--- config.mk ---
export PLATFORM = sky130hd
export DESIGN_NAME = ulight_fifo_read_data_fifo_rx
export DESIGN_NICKNAME = d
export VERILOG_FILES = /design/src/rtl/ulight_fifo_read_data_fifo_rx.sv
export SDC_FILE = /design/constraint.sdc
export NUM_CORES = 1
export LEC_CHECK = 0
export ABC_AREA = 1
export CAP_MARGIN = 20
export CELL_PAD_IN_SITES_DETAIL_PLACEMENT = 0
export CELL_PAD_IN_SITES_GLOBAL_PLACEMENT = 2
export CORE_MARGIN = 3
export CORE_UTILIZATION = 25
export DETAILED_ROUTE_END_ITERATION = 12
export HOLD_SLACK_MARGIN = 0.05
export MAX_ROUTING_LAYER = met4
export PLACE_DENSITY_LB_ADDON = 0.1
export SLEW_MARGIN = 0
export SYNTH_ARGS = -nofsm -noshare
export SYNTH_HDL_FRONTEND = slang
export SYNTH_SLANG_ARGS = --single-unit
--- constraint.sdc ---
create_clock -name clk -period 1.7 [get_ports clk]
set_input_delay 0.255 -clock clk [delete_from_list [all_inputs] [get_ports clk]]
set_output_delay 0.255 -clock clk [all_outputs]
set_load 0.005 [all_outputs]
--- src/rtl/ulight_fifo_read_data_fifo_rx.sv ---
// Avalon-MM slave that prefetches 9-bit SpaceWire RX characters into a small buffer
// and serves them to the CPU with status, sticky underflow and a data-available irq.
module ulight_fifo_read_data_fifo_rx #(
    parameter int unsigned DATA_W = 9,
    parameter int unsigned DEPTH  = 4,
    parameter int unsigned CNT_W  = 3
) (
    input  logic              clk,
    input  logic              reset,
    input  logic [1:0]        address,
    input  logic              chipselect,
    input  logic              read,
    input  logic              write_n,
    input  logic [31:0]       writedata,
    output logic [31:0]       readdata,
    input  logic              fifo_empty,
    input  logic [DATA_W-1:0] fifo_rdata,
    output logic              fifo_rdreq,
    output logic              irq
);

    localparam int unsigned PTR_W = (DEPTH > 1) ? $clog2(DEPTH) : 1;

    localparam logic [1:0] ADDR_DATA   = 2'd0;
    localparam logic [1:0] ADDR_STATUS = 2'd1;
    localparam logic [1:0] ADDR_CTRL   = 2'd2;

    localparam logic [CNT_W-1:0] DEPTH_C = CNT_W'(DEPTH);
    localparam logic [CNT_W:0]   DEPTH_E = (CNT_W + 1)'(DEPTH);

    logic [DATA_W-1:0] mem_q [DEPTH];
    logic [PTR_W-1:0]  wr_ptr_q;
    logic [PTR_W-1:0]  rd_ptr_q;
    logic [CNT_W-1:0]  count_q;
    logic [CNT_W-1:0]  count_d;
    logic              pending_q;
    logic              irq_en_q;
    logic              underflow_q;
    logic              irq_q;
    logic [31:0]       readdata_q;
    logic [31:0]       rdata_mux;

    logic              rd_cs;
    logic              wr_cs;
    logic              rd_data;
    logic              wr_ctrl;
    logic              push;
    logic              pop;
    logic              buf_empty;
    logic [CNT_W:0]    committed;
    logic [DATA_W-1:0] head;

    assign rd_cs     = chipselect && read;
    assign wr_cs     = chipselect && !write_n;
    assign rd_data   = rd_cs && (address == ADDR_DATA);
    assign wr_ctrl   = wr_cs && (address == ADDR_CTRL);
    assign buf_empty = (count_q == '0);
    assign push      = pending_q;
    assign pop       = rd_data && !buf_empty;
    assign head      = mem_q[rd_ptr_q];

    // Requests already in flight reserve a slot, so the buffer can never overrun.
    assign committed  = {1'b0, count_q} + (CNT_W + 1)'(pending_q);
    assign fifo_rdreq = !reset && !fifo_empty && (committed < DEPTH_E);

    always_comb begin
        count_d = count_q;
        case ({push, pop})
            2'b10:   count_d = count_q + CNT_W'(1);
            2'b01:   count_d = count_q - CNT_W'(1);
            default: count_d = count_q;
        endcase
    end

    always_comb begin
        rdata_mux = '0;
        case (address)
            ADDR_DATA: begin
                if (!buf_empty) begin
                    rdata_mux[31]         = 1'b1;
                    rdata_mux[DATA_W-1:0] = head;
                end
            end
            ADDR_STATUS: begin
                rdata_mux[CNT_W-1:0] = count_q;
                rdata_mux[8]         = buf_empty;
                rdata_mux[9]         = (count_q == DEPTH_C);
                rdata_mux[10]        = underflow_q;
                rdata_mux[11]        = fifo_empty;
            end
            ADDR_CTRL: rdata_mux[0] = irq_en_q;
            default:   rdata_mux = '0;
        endcase
    end

    always_ff @(posedge clk) begin
        if (reset) begin
            wr_ptr_q    <= '0;
            rd_ptr_q    <= '0;
            count_q     <= '0;
            pending_q   <= 1'b0;
            irq_en_q    <= 1'b0;
            underflow_q <= 1'b0;
            irq_q       <= 1'b0;
            readdata_q  <= '0;
        end else begin
            pending_q <= fifo_rdreq;
            count_q   <= count_d;
            irq_q     <= irq_en_q && !buf_empty;
            if (push) begin
                wr_ptr_q <= wr_ptr_q + PTR_W'(1);
            end
            if (pop) begin
                rd_ptr_q <= rd_ptr_q + PTR_W'(1);
            end
            if (rd_cs) begin
                readdata_q <= rdata_mux;
            end
            if (wr_ctrl) begin
                irq_en_q <= writedata[0];
            end
            if (wr_ctrl && writedata[1]) begin
                underflow_q <= 1'b0;
            end else if (rd_data && buf_empty) begin
                underflow_q <= 1'b1;
            end
        end
    end

    // Storage needs no reset; a word in flight during reset is simply not captured.
    always_ff @(posedge clk) begin
        if (!reset && push) begin
            mem_q[wr_ptr_q] <= fifo_rdata;
        end
    end

    assign readdata = readdata_q;
    assign irq      = irq_q;

endmodule

# [Yosys cells after proc, flatten, opt, wreduce, memory -nomap -nowiden]
# Memories as Yosys holds them, arrays and structs flattened. A register that Yosys moved wholly into a read port is not among the register bits.
# Index checks and enable logic that the tools add are counted.
[word_totals] romBits=0 mem_bits_rw=36 ff_bits=24 inputBits=49 elab_cells=52 latchBits=0 out_inout_bits=34 memories=1
[memory_table] name="mem_q" depth=4 word_bits=9 read_ports=1 rd_clocked_by_memory_dff=1 wr=1 line_no="31" source="logic [DATA_W-1:0] mem_q [DEPTH];"
[classes] n_mul=0 magnitude_cmp=1 muxes=13 reduce_logical=19 addsub=5 n_eq_ne=5 shifts=0 bitwise=0 div_mod_pow=0
[ops] cell="logical AND 1 bit" n=11
[ops] cell="two-way mux 9 bit" n=1
[ops] cell="one-hot mux 3 bit (2 select lines)" n=1
[ops] cell="two-way mux 5 bit" n=1
[ops] cell="adder 2 x 1 -> 2 bit, second input constant" n=2
[ops] cell="adder 3 x 1 -> 4 bit" n=1
[ops] cell="equality test 2 x 1 -> 1 bit, second input constant" n=2
[ops] cell="equality test 2 bit, second input constant" n=2
[ops] cell="zero test 1 bit" n=4
[ops] cell="< comparator 4 x 3 -> 1 bit, second input constant" n=1
[ops] cell="two-way mux 1 bit" n=4
[ops] cell="two-way mux 2 bit" n=2
[ops] cell="one-hot mux 2 bit (2 select lines)" n=1
[ops] cell="adder 3 x 1 -> 3 bit, second input constant" n=1
[ops] cell="equality test 3 bit, second input constant" n=1
[ops] cell="zero test 3 bit" n=1
[ops] cell="two-way mux 3 bit" n=1
[ops] cell="one-hot mux 1 bit (3 select lines)" n=1
[ops] cell="subtractor 3 x 1 -> 3 bit, second input constant" n=1
[ops] cell="zero test 2 bit" n=1
[ops] cell="one-hot mux 1 bit (2 select lines)" n=1
[ops] cell="nonzero test 2 bit" n=1
[ops] cell="OR reduction 2 bit" n=1

# [Longest topological paths before layout]
[depth] ltp_word=5 depth_mapped=11 depth_no_buf=11

# [Least setup slack after synthesis]
# No wires, ideal clock.
[synth_path] path_type="flip-flop to flip-flop" start="reg count_q[2]" end="reg count_q[2]" arrival_time_ns=1.724 period_less_slack_ns=1.782 path_stages_with_launch=10 required_time_ns=1.642 slack_ns=-0.082 setup_time_ns=0.058 path_buffers=0 path_cell_list="dfxtp_1 > nor3_4 > nor2_8 > ha_1 > inv_1 > fa_1 > a21oi_1 > o21ai_0 > a21oi_1 > o21a_1"
[synth_via] elab_chain_cells=5 word_cells_on_any_way=9 classes_between="2 x add/sub; 2 x eq/ne; 1 x mux; 4 x reduce/logical"
[synth_rtl] item="start, declared" line_no="34" source="logic [CNT_W-1:0] count_q;"
[synth_rtl] item="start signal, assigned" line_no="108" source="count_q <= count_d;"
[synth_rtl] item="zero test 3 bit *" line_no="57" source="assign buf_empty = (count_q == '0);"
[synth_rtl] item="zero test 1 bit *" line_no="59" source="assign pop = rd_data && !buf_empty;"
[synth_rtl] item="logical AND 1 bit *" line_no="59"
[synth_rtl] item="named net pop" line_no="48" source="logic pop;"
[synth_rtl] item="equality test 2 x 1 -> 1 bit or equality test 2 bit (tied branches)" line_no="68" source="case ({push, pop})"
[synth_rtl] item="one-hot mux 3 bit (2 select lines) or nonzero test 2 bit (tied branches)"
# Mark *: on every way through the listed nets, which the timed path passes. The rest lies on a longest branch.
# A chain may end at the register's enable or synchronous reset.

# [Final worst setup path]
[layout_path] start="in address[1]" end="reg count_q[2]"
[layout_via] elab_chain_cells=5 word_cells_on_any_way=7 classes_between="2 x eq/ne; 1 x mux; 4 x reduce/logical"
[layout_rtl] item="start, declared" line_no="10" source="input logic [1:0] address,"
[layout_rtl] item="zero test 2 bit *" line_no="55" source="assign rd_data = rd_cs && (address == ADDR_DATA);"
[layout_rtl] item="logical AND 1 bit *" line_no="55"
[layout_rtl] item="logical AND 1 bit *" line_no="59"
[layout_rtl] item="named net pop" line_no="48"
[layout_rtl] item="equality test 2 x 1 -> 1 bit or equality test 2 bit (tied branches)" line_no="68"
[layout_rtl] item="one-hot mux 3 bit (2 select lines) or nonzero test 2 bit (tied branches)"
# Marked as above.

==> results.yml <==
status:
  status: "finished clean"
sta:
  finalClockSkew_ns: 0.0114
  rsz0062_at_grt: "true"
  fin_crit_ns: 1.67
  finalCritPeriodShare_pct: 98.3
  finalWorstSetupSlack_ns: 0.0284
  tns_ns: 0
  max_freq_ghz: 0.598
  finalSetupViolations: 0
  hold_viol_final: 0
  slew_viol_final: 0
route:
  initialDrtViolationCount: 44
  wire_per_inst_um: 12.8
  dr.pass1.iters: 4
  totalWireLength_mm: 6.10
  via_count: 1912
  drc: 0
  viasPerCell: 4.02
  ant_nets: 0
floorplanning:
  pin_count: 83
  start_util_pct: 26.3
  coreArea_um2: 10600
  row_count: 37
  die_width_um: 111
  dieArea_um2: 12400
  die_h_um: 111
finish:
  area_delta_synth_final_pct: 27.7
  layout_commonest_cell: "nand2_1"
  diodes: 0
  layout_common_cells: "nand2_1 (55), edfxtp_1 (36), clkdlybuf4s50_1 (28)"
  nFillCells: 1096
  fin_util_pct: 33.5
  drive_gt1_share_pct: 19.7
  nets: 390
clock_network:
  insertion_delay_ns: 0.34
  clock-sinks: 62
  htree_levels: 3
  clockBufferDepth: 2
  numCtsBuffers: 9
  path_clk_slew_ns: 0.07
  cts_root_buf: "clkbuf_8"
  cts_tree: "yes"
worst_setup_path:
  end_kind: "flip-flop"
  timing.critical_path.from: "address[1]"
  start_kind: "input port"
  r2r_end: "count_q[2]"
  ff2ff_setup_slack_ns: 0.04
  rr_startpoint: "count_q[0]"
  worstRegToRegCells: 9
  cp.required_ns: 1.98
  worst_ep_arrival_time_ns: 1.95
  crit_fanout: 2
  critPathKind: "in -> reg"
  timing.critical_path.to: "count_q[2]"
global_route:
  grt_use_total_pct: 10.7
  grt_max_degree: 19
  grt_antenna_before_repair: 0
  grt_pass1_wl_mm: 9.85
  overflow: 0
  first_global_vias: 1932
synthesis:
  synthFlopType: "edfxtp_1"
  ys_ff_latch: 62
  yosysSeqAreaShare_pct: 57.8
  synth_edf_count: 36
  synth_cell_types: 36
  ys_top_cells_by_area: "edfxtp_1 (39%), dfxtp_1 (19%), nand2_1 (7.4%)"
  syn_area_um2: 2770
  synth_cells: 276
  yosysWarnings: 0
  synth_top_area_cell: "edfxtp_1"
  synth_top_area_share_pct: 39.0
  syn_avg_cell_area_um2: 10.0
  async_reset_ff_share_pct: 0
placement:
  portBuffers: 33
  place_ws_ns: -0.494
  gp_congestion: 0.719
  hpwl_mm: 4.37
pwr:
  power.leakage_nw: 1.41
  vdd_ir_drop_max_mv: 0.278
  power.density_nw_per_um2: 837
run:
  cap_violations: 0
hold_path:
  worstHoldPathType: "in -> reg"
[metal layers]
metal / track usage [%] / share of wire, % / up-vias
met5: - / 0 / -
met4: 4.62 / 1.0 / 0
met3: 2.67 / 3.4 / 5
met2: 16.4 / 46 / 40
met1: 13.4 / 49 / 871
li1: - / - / 996
[registers in the layout, indices dropped and copies added (netlist names), named ones only]
signal / flops
count_q: 3
wr_ptr_q: 2
rd_ptr_q: 2
mem_q: 36
readdata: 13
underflow_q: 1
pending_q: 1
irq_en_q: 1
irq: 1
[kinds of logic after synthesis]
family	count (synthesis)	synth area share [%]
and+or+nand+nor	107	19.1
other	1	0.135
AOI/OAI and AO/OA	40	8.44
DFF	62	57.8
buffers and inverters	60	11.6
adders and majority gates	6	2.98
[area by class of cell]
class,instances,area (um^2),area share (%)
clock buffers,9,124,3.50
clock inverters,7,41.3,1.17
inverters,33,134,3.78
multi-input cells,172,950,26.8
flip-flops and latches,62,1610,45.6
well taps,136,170,4.81
repair buffers,57,508,14.4
[where the power goes]
group / internal, W / total, W / switching, W
Sequential: 0.00161 / 0.00163 / 0.0000171
Combinational: 0.000111 / 0.000249 / 0.000138
Clock: 0.000515 / 0.00109 / 0.000571
Total: 0.00224 / 0.00296 / 0.000726
[timing repair]
| item | CTS | global route |
|---|---|---|
| cloned | 0 | 0 |
| pin swaps | 1 | 6 |
| setup endpoints to repair | 2 | 3 |
| gates resized for setup | 6 | 9 |
| hold buffers | 0 | 0 |
| buffers inserted | 0 | 1 |
[cell usage after synthesis (3+ instances only)]
master / count
inv_1: 29
nor3_1: 3
buf_4: 21
o21ai_1: 3
a211oi_1: 3
nor3b_2: 3
nor2_1: 20
nand2_1: 55
edfxtp_1: 36
a21oi_1: 13
dfxtp_1: 26
o22ai_1: 5
ha_1: 5
a21oi_2: 3
nand3_1: 13
o21ai_0: 9
[worst max-delay path: stages]
cell and delay (ns):
dlygate4sd2_1 0.29, nor2_8 0.14, nand2_4 0.07, nor2_8 0.12, ha_4 0.14, inv_4 0.03, fa_2 0.40, a21oi_2 0.16
o21ai_2 0.07, a21oi_1 0.14, o21a_1 0.12
[stage by stage]
stage	power [W]	cells	hold slack [ns]	area [um^2]
2_1_floorplan	0.00182	294	0.332	2860
6_report	0.00296	476	0.462	3540
4_1_cts	0.00302	475	0.470	3500
5_1_grt	0.00311	476	0.480	3540
3_3_place_gp	0.00192	459	0.456	3340
3_5_place_dp	0.00192	459	0.459	3340
[worst min path at each step]
stage | from | to | slack, ns | depth (start not counted)
floorplan | fifo_empty | pending_q | 0.33 | 1
global placement | readdata[5] | readdata[5] | 0.46 | 2
detailed placement | readdata[3] | readdata[3] | 0.46 | 2
CTS | readdata[3] | readdata[3] | 0.47 | 2
global route | readdata[3] | readdata[3] | 0.48 | 2
finish | read | readdata[6] | 0.46 | 5
(Power assumes the default switching activity.)
